[src/rtl/fftrx_pkg.sv]
// Shared types and default widths for the FFT-core output receiver.
// Latency: none (definitions only). Backpressure: none.
package fftrx_pkg;
    localparam int BW_NUMELM = 6;
    localparam int BW_DATA   = 16;
    localparam int NBINS     = 1 << BW_NUMELM;
    localparam int BW_MAG    = BW_DATA + 1;

    typedef enum logic [1:0] {
        IDLE     = 2'd0,
        INPUT    = 2'd1,
        WAIT_OUT = 2'd2,
        UNLOAD   = 2'd3
    } state_t;
endpackage

[src/rtl/fftrx_absmag.sv]
// Registered |re|+|im| magnitude stage carrying a write-address tag alongside.
// Latency: 1 cycle. Backpressure: none, one result per valid input.
module fftrx_absmag #(
    parameter int bw_data = 16,
    parameter int bw_tag  = 7
) (
    input  logic                      Clock,
    input  logic                      nReset,
    input  logic                      in_vld,
    input  logic signed [bw_data-1:0] re,
    input  logic signed [bw_data-1:0] im,
    input  logic [bw_tag-1:0]         tag_in,
    output logic                      out_vld,
    output logic [bw_data:0]          mag,
    output logic [bw_tag-1:0]         tag
);
    logic signed [bw_data:0] re_x;
    logic signed [bw_data:0] im_x;
    logic [bw_data:0]        re_a;
    logic [bw_data:0]        im_a;

    // One extra bit so that the most negative input has a representable magnitude.
    assign re_x = {re[bw_data-1], re};
    assign im_x = {im[bw_data-1], im};
    assign re_a = re_x[bw_data] ? -re_x : re_x;
    assign im_a = im_x[bw_data] ? -im_x : im_x;

    always_ff @(posedge Clock or negedge nReset) begin
        if (!nReset) begin
            out_vld <= 1'b0;
            mag     <= '0;
            tag     <= '0;
        end else begin
            out_vld <= in_vld;
            if (in_vld) begin
                mag <= re_a + im_a;
                tag <= tag_in;
            end
        end
    end
endmodule

[src/rtl/fftc_out_receiver.sv]
// FFT-core output receiver: framing FSM, bin index check, ping-pong bank control; optional peak tracker under FFTRX_PEAK_EN.
// Latency: bin to wr_en 1 cycle, frame_ready 2 cycles after last bin. Backpressure: none, the core cannot be stalled.
module fftc_out_receiver
    import fftrx_pkg::*;
#(
    parameter int bw_numelm = BW_NUMELM,
    parameter int bw_data   = BW_DATA
) (
    input  logic                        Clock,
    input  logic                        nReset,
    input  logic                        ibstart,
    input  logic                        ibend,
    input  logic                        obstart,
    input  logic                        outvalid,
    input  logic [bw_numelm-1:0]        NumElm,
    input  logic signed [bw_data-1:0]   XkRe,
    input  logic signed [bw_data-1:0]   XkIm,
    input  logic                        err_clr,
    output logic                        wr_en,
    output logic [bw_numelm:0]          wr_addr,
    output logic [bw_data:0]            wr_data,
    output logic                        rd_bank,
    output logic                        frame_ready,
    output logic                        busy,
    output logic                        seq_err
`ifdef FFTRX_PEAK_EN
    ,
    output logic [bw_numelm-1:0]        peak_bin,
    output logic [bw_data:0]            peak_mag
`endif
);
    localparam logic [bw_numelm-1:0] LAST_IDX = '1;

    state_t               state, nxt_state;
    logic [bw_numelm-1:0] exp_idx, nxt_idx;
    logic                 wbank;
    logic                 take, last, viol, ob_acc;
    logic                 last_q;
    logic                 idx_ok;

    assign idx_ok = (NumElm == exp_idx);
    assign busy   = (state != IDLE);

    always_comb begin
        nxt_state = state;
        nxt_idx   = exp_idx;
        take      = 1'b0;
        last      = 1'b0;
        viol      = 1'b0;
        ob_acc    = 1'b0;
        case (state)
            IDLE: begin
                if (ibstart) nxt_state = INPUT;
                if (obstart || ibend) viol = 1'b1;
            end
            INPUT: begin
                if (ibstart) viol = 1'b1;
                else if (ibend) nxt_state = WAIT_OUT;
                if (obstart) viol = 1'b1;
            end
            WAIT_OUT: begin
                if (ibstart) begin
                    viol      = 1'b1;
                    nxt_state = INPUT;
                end else if (obstart && outvalid) begin
                    ob_acc = 1'b1;
                    if (idx_ok) begin
                        take      = 1'b1;
                        nxt_idx   = exp_idx + 1'b1;
                        nxt_state = UNLOAD;
                    end else begin
                        viol      = 1'b1;
                        nxt_state = IDLE;
                    end
                end
                if (ibend) viol = 1'b1;
            end
            UNLOAD: begin
                // A restart landing on the final good bin is a back-to-back frame, not an error.
                if (obstart) begin
                    viol      = 1'b1;
                    nxt_state = IDLE;
                end else if (ibstart && !(outvalid && idx_ok && exp_idx == LAST_IDX)) begin
                    viol      = 1'b1;
                    nxt_state = INPUT;
                end else if (outvalid) begin
                    if (idx_ok) begin
                        take    = 1'b1;
                        nxt_idx = exp_idx + 1'b1;
                        if (exp_idx == LAST_IDX) begin
                            last      = 1'b1;
                            nxt_state = ibstart ? INPUT : IDLE;
                        end
                    end else begin
                        viol      = 1'b1;
                        nxt_state = IDLE;
                    end
                end
                if (ibend) viol = 1'b1;
            end
            default: nxt_state = IDLE;
        endcase
        if (nxt_state != UNLOAD) nxt_idx = '0;
    end

    always_ff @(posedge Clock or negedge nReset) begin
        if (!nReset) begin
            state       <= IDLE;
            exp_idx     <= '0;
            wbank       <= 1'b1;
            rd_bank     <= 1'b0;
            last_q      <= 1'b0;
            frame_ready <= 1'b0;
            seq_err     <= 1'b0;
        end else begin
            state       <= nxt_state;
            exp_idx     <= nxt_idx;
            last_q      <= last;
            frame_ready <= last_q;
            if (viol) seq_err <= 1'b1;
            else if (err_clr) seq_err <= 1'b0;
            if (last_q) begin
                rd_bank <= wbank;
                wbank   <= ~wbank;
            end
        end
    end

    fftrx_absmag #(
        .bw_data (bw_data),
        .bw_tag  (bw_numelm + 1)
    ) u_absmag (
        .Clock   (Clock),
        .nReset  (nReset),
        .in_vld  (take),
        .re      (XkRe),
        .im      (XkIm),
        .tag_in  ({wbank, NumElm}),
        .out_vld (wr_en),
        .mag     (wr_data),
        .tag     (wr_addr)
    );

`ifdef FFTRX_PEAK_EN
    logic [bw_numelm-1:0] pk_bin, pk_bin_nxt;
    logic [bw_data:0]     pk_mag, pk_mag_nxt;

    always_comb begin
        pk_bin_nxt = pk_bin;
        pk_mag_nxt = pk_mag;
        if (wr_en && wr_data > pk_mag) begin
            pk_bin_nxt = wr_addr[bw_numelm-1:0];
            pk_mag_nxt = wr_data;
        end
    end

    // The final write is folded in on the same edge that publishes the frame.
    always_ff @(posedge Clock or negedge nReset) begin
        if (!nReset) begin
            pk_bin   <= '0;
            pk_mag   <= '0;
            peak_bin <= '0;
            peak_mag <= '0;
        end else begin
            if (ob_acc) begin
                pk_bin <= '0;
                pk_mag <= '0;
            end else begin
                pk_bin <= pk_bin_nxt;
                pk_mag <= pk_mag_nxt;
            end
            if (last_q) begin
                peak_bin <= pk_bin_nxt;
                peak_mag <= pk_mag_nxt;
            end
        end
    end
`endif
endmodule

[config.mk]
export PLATFORM = sky130hd
export DESIGN_NAME = fftc_out_receiver
export DESIGN_NICKNAME = d
export VERILOG_FILES = /design/src/rtl/fftrx_pkg.sv /design/src/rtl/fftrx_absmag.sv /design/src/rtl/fftc_out_receiver.sv
export SDC_FILE = /design/constraint.sdc
export NUM_CORES = 1
export LEC_CHECK = 0
export ABC_CLOCK_PERIOD_IN_PS = 5700
export CORE_MARGIN = 3
export CORE_UTILIZATION = 50
export CTS_CLUSTER_SIZE = 8
export DETAILED_ROUTE_END_ITERATION = 8
export DONT_BUFFER_PORTS = 1
export HOLD_SLACK_MARGIN = 0.06
export PLACE_DENSITY = 0.64
export SLEW_MARGIN = 15
export SYNTH_ARGS = -nofsm -noshare
export SYNTH_HDL_FRONTEND = slang
export SYNTH_SLANG_ARGS = --single-unit
export TNS_END_PERCENT = 30
[constraint.sdc]
create_clock -name Clock -period 5.7 [get_ports Clock]
set_clock_uncertainty 0.05 [all_clocks]
set_input_delay 0.855 -clock Clock [delete_from_list [all_inputs] [get_ports Clock]]
set_output_delay 0.855 -clock Clock [all_outputs]
set_load 0.1 [all_outputs]
After elaboration in Yosys (flattened, before gate mapping)
Cells that the tools add are included.
- reductions and logical operators: 11
- multiplexer cells: 50
- bitwise gates (word level): 1
- equal/unequal tests: 11
- $add $sub $neg: 4
- operator list (kind ; count):
    $mux W6 ; 7
    $mux W17 ; 2
    $neg A16 Y17 ; 2
    $mux W1 ; 26
    $mux W2 ; 11
    $add A17 B17 Y17 ; 1
    $ne A3 B3 Y1 const B ; 5
    $pmux W6 S2 ; 1
    $pmux W2 S4 ; 1
    $add A6 B1 Y6 const B ; 1
    $eq A6 B6 Y1 ; 1
    $eq A6 B6 Y1 const B ; 1
    $reduce_and A6 Y1 ; 1
    $eq A2 B2 Y1 const B ; 2
    $logic_and A1 B1 Y1 ; 4
    $pmux W1 S4 ; 1
    $reduce_bool A2 Y1 ; 2
    $reduce_bool A3 Y1 ; 1
    $eq A2 B1 Y1 const B ; 1
    $logic_not A2 Y1 ; 1
    $ne A2 B2 Y1 const B ; 1
    $pmux W1 S2 ; 1
    $logic_not A1 Y1 ; 1
    $logic_or A1 B1 Y1 ; 1
    $not A1 Y1 ; 1
- input port bits: 45
- bits in registers: 38
- logic and storage cells: 87

Logic depth before layout (Yosys ltp)
- depth in word-level cells: 11
- mapped depth: 13
- depth with buffers taken out: 13

Cells and area by module
From an unflattened synthesis, not the netlist that was laid out.
- cell total of the unflattened synthesis: 355
- area, all modules: 3185.6 µm²
- modules (own cells, without submodules) (module ; cells an instance ; sequential area each (µm²) ; area an instance (µm²) ; times used):
    fftrx_absmag ; 268 ; 625.6 ; 2367.3 ; 1
    fftc_out_receiver ; 87 ; 326.6 ; 818.3 ; 1

Least setup slack after synthesis
Ideal clock, no wire load.
- path kind: input-to-reg
- start point: input port XkIm[6]
- end point: register u_absmag.mag[15]
- arrival time: 3.289 ns
- path buffers: 0
- slack: 2.227 ns
- required time: 5.515 ns
- library setup time: 0.135 ns
- stages: 11
- path through: or4_4 or3_4 o31ai_1 xnor2_1 ha_1 a21oi_1 o221ai_1 a41oi_1 a31oi_1 xnor2_1 o21ai_0
- longest elaborated chain between the ends: 3
- RTL lines (element ; line ; text):
    start: declaration ; fftc_out_receiver.sv:17 ; input logic signed [bw_data-1:0] XkIm,
    $neg A16 Y17 ; fftrx_absmag.sv:26 ; assign im_a = im_x[bw_data] ? -im_x : im_x;
    $mux W17 (*) ; fftrx_absmag.sv:26 ;
    $add A17 B17 Y17 (*) ; fftrx_absmag.sv:36 ; mag <= re_a + im_a;
    end signal: assignment ; fftrx_absmag.sv:36 ;
    end: declaration ; fftrx_absmag.sv:14 ; output logic [bw_data:0] mag,
Every way passes the cells marked *; elsewhere a longest branch is shown, timed or not.
A chain may end at the register's enable or synchronous reset.

Worst setup path after layout
- start point: input port XkRe[6]
- end point: register u_absmag.mag[13]
- longest elaborated chain between the ends: 3
- RTL lines (element ; line ; text):
    start: declaration ; fftc_out_receiver.sv:16 ; input logic signed [bw_data-1:0] XkRe,
    $neg A16 Y17 ; fftrx_absmag.sv:25 ; assign re_a = re_x[bw_data] ? -re_x : re_x;
    $mux W17 (*) ; fftrx_absmag.sv:25 ;
    $add A17 B17 Y17 (*) ; fftrx_absmag.sv:36 ;
Marked as above.

==> flow_metrics.py <==
metrics = {
    "critical_path": {
        "r2r-end": "exp_idx[1]$_DFFE_PN0P_",
        "cp-start-kind": "input port",
        "rrSetupSlack_ns": 3.12,
        "critPathKind": "in -> reg",
        "cp_data_required_time_ns": 5.85,
        "cp-end-kind": "flip-flop",
        "cp_max_fo": 6,
        "crit_arrival_ns": 3.62,
        "r2r_cells": 7,
        "r2r_start": "exp_idx[0]$_DFFE_PN0P_",
    },
    "sta": {
        "slew_headroom_pct": 37.70,
        "period_needed_ns": 3.474,
        "setup_viol": 0,
        "finalMaxSlewViolations": 0,
        "tightest_slew_ns": 0.9345,
        "rsz0062_at_grt": "no",
        "fin_tns_setup_ns": 0,
        "hold_viol_final": 0,
        "max_freq_mhz": 287.8,
        "period_share_pct": 60.95,
    },
    "global_routing": {
        "grt_pass1_wl_um": 10880,
        "grt_max_degree": 47,
        "grt-ovfl-total": 0,
        "grtUsageTotal_pct": 18.55,
        "antenna_found_initial": 0,
        "grt_pass1_vias": 2358,
    },
    "detailed_routing": {
        "final_antenna_net_count": 0,
        "vias_per_cell": 5.749,
        "vias": 2403,
        "first_pass_iters": 4,
        "drc": 0,
        "drt_wl_total_um": 6346,
        "drt_first_iter_violations": 115,
        "post_drt_wl_per_cell_um": 15.18,
    },
    "run": {
        "cap_violations": 0,
    },
    "status": {
        "status": "finished, final reports clean",
    },
    "die": {
        "die-area_sq_um": 6980,
        "core_sq_um": 5675,
        "ios": 74,
        "die_w_um": 83.55,
        "num_rows": 27,
        "die_y_um": 83.55,
        "start_util_pct": 52.98,
    },
    "clock_network": {
        "cts_tree": "done",
        "cts_buffer_depth": 2,
        "post_cts.repair.setup_buffers": 0,
        "cts.clk_slew.worst_paths_ns": 0.08,
        "clock_sinks": 38,
        "cts.repair.resized": 0,
        "htreeDepth": 2,
        "cts_buffers": 5,
        "clk_latency_ns": 0.29,
        "cts_root_buffer": "clkbuf_8",
        "holdBufCountCts": 0,
    },
    "yosys": {
        "seq_area_frac_synth_pct": 31.67,
        "postSynth.asyncResetShare_pct": 100.0,
        "yosysMostFrequentCell": "nand2_1",
        "synth_area_leaders": "dfrtp_1 (31%), xnor2_1 (12%), ha_1 (7.9%)",
        "syn-cell-area_sq_um": 3007,
        "synth_cell_types": 50,
        "syn_inst": 348,
        "yosys.area.top_type": "dfrtp_1",
        "synth.avg_cell_area_sq_um": 8.640,
        "synth_top_area_share_pct": 30.79,
        "synth_edf_count": 0,
        "synth_ff_type": "dfrtp_1",
        "synth_commonest_cells": "nand2_1 (58), xnor2_1 (40), o21ai_0 (38)",
        "yosysWarningCount": 0,
        "ys_ff_latch": 38,
        "synthesis.nets": 413,
    },
    "placed_design": {
        "routabilityCongestion": 0.8814,
        "dp.final_hpwl_um": 4963,
        "port_buffers": 0,
    },
    "power_and_ir_drop": {
        "p_int_w": 0.0004953,
        "p_comb_share_pct": 33.2,
        "p_seq_share_pct": 43.3,
        "power_density_nw_per_um2": 260.5,
        "power_w": 0.0008208,
        "clkPwrFrac_pct": 23.5,
        "leakage_nw": 1.335,
        "p_switching_w": 0.0003255,
        "peakVddDrop_mv": 0.1905,
        "swShare_pct": 39.65,
    },
    "cells_and_area": {
        "fill_cells": 552,
        "areaGrowthSynthToFinish_pct": 4.786,
        "antenna_cells": 0,
        "layout-drive-gt1-share_pct": 8.382,
        "nNetsFinal": 410,
    },
    "min_path": {
        "hold_path.class": "in -> async",
    },
}
[cells in the final DEF, fill, tap and decap left out, types with 6 or more instances in the layout]
cell,netlist,layout
xnor2_1,40,40
o31ai_1,9,9
nor3_1,7,7
o21ai_0,38,38
inv_1,13,13
dfrtp_1,37,37
nand2b_1,7,7
nand2_1,58,58
ha_1,19,19
nor2_1,19,19
clkbuf_8,0,6
xor2_1,12,12
nand3_1,6,6
a21oi_1,18,18
[worst max-delay path by stage]
stage | start | end | slack [ns] | depth (start not counted)
after floorplan | XkIm[6] | u_absmag.mag[15]$_DFFE_PN0P_ | 2.23 | 11
after global placement | XkRe[6] | u_absmag.mag[16]$_DFFE_PN0P_ | 2.08 | 11
after detailed placement | XkRe[6] | u_absmag.mag[13]$_DFFE_PN0P_ | 1.96 | 11
after CTS | XkRe[6] | u_absmag.mag[13]$_DFFE_PN0P_ | 2.27 | 11
after global routing | XkRe[6] | u_absmag.mag[14]$_DFFE_PN0P_ | 2.03 | 11
final | XkRe[6] | u_absmag.mag[13]$_DFFE_PN0P_ | 2.23 | 11
[cell families after synthesis]
kind of cell	count (synthesis)	share of synthesized area (%)
buffers and inverters	23	2.996
adders and majority gates	20	8.573
muxes	2	0.7074
DFF	38	31.67
AOI/OAI and AO/OA	91	19.93
and+or+nand+nor	122	20.97
xor gates and xnor gates	52	15.15
[through the flow]
stage                     instance area, sq um  std cells  utilization, %  setup slack [ns]  hold WS, ns
after floorplan                           3007        348               -             2.227       0.3494
after global placement                    3055        410           53.84             2.081       0.3723
after detailed placement                  3055        410           53.84             1.957       0.3734
after CTS                                 3151        418           55.51             2.266       0.1908
after global routing                      3151        418           55.51             2.032       0.1771
final                                     3151        418           55.51             2.226       0.1980
[state kept, by name, indices dropped and copies added, names as in the netlist]
signal	cells
exp_idx	6
frame_ready	1
last_q	1
rd_bank	1
seq_err	1
state	2
u_absmag.mag	17
u_absmag.out_vld	1
u_absmag.tag	7
wbank	1
[area by class of cell]
cell class	count	area, sq um	area share (%)
Multi-Input combinational cell	287	1964	62.35
Clock buffer	6	82.58	2.621
Inverter	13	48.80	1.549
Sequential cell	38	952.2	30.22
Tap cell	72	90.09	2.859
Clock inverter	2	12.51	0.3971
[layer usage]
metal  track usage, %  part of all wire, %  vias to the layer above
met3            6.614                  8.0                        2
met4            5.263                 0.50                        0
met2            31.71                   48                       67
met5                0                    0                        -
met1            21.98                   44                     1112
li1                 -                    -                     1222
[power by group through the flow]
stage          clock [W]  sequential, W  combinational (W)
2_1_floorplan          0       0.000344           0.000253
3_3_place_gp           0       0.000361           0.000271
3_5_place_dp           0       0.000360           0.000273
4_1_cts         0.000198       0.000355           0.000274
5_1_grt         0.000214       0.000357           0.000308
6_report        0.000193       0.000355           0.000273
[worst max-delay path, stage by stage]
cell,delay (ns)
or4_4,0.52
or3_4,0.36
o31ai_1,0.26
xnor2_1,0.17
ha_1,0.32
a21oi_1,0.18
o221ai_1,0.14
a41oi_1,0.36
a22oi_1,0.15
xnor2_1,0.15
o21ai_0,0.15
Note: power is estimated with default switching activity, not from simulation.
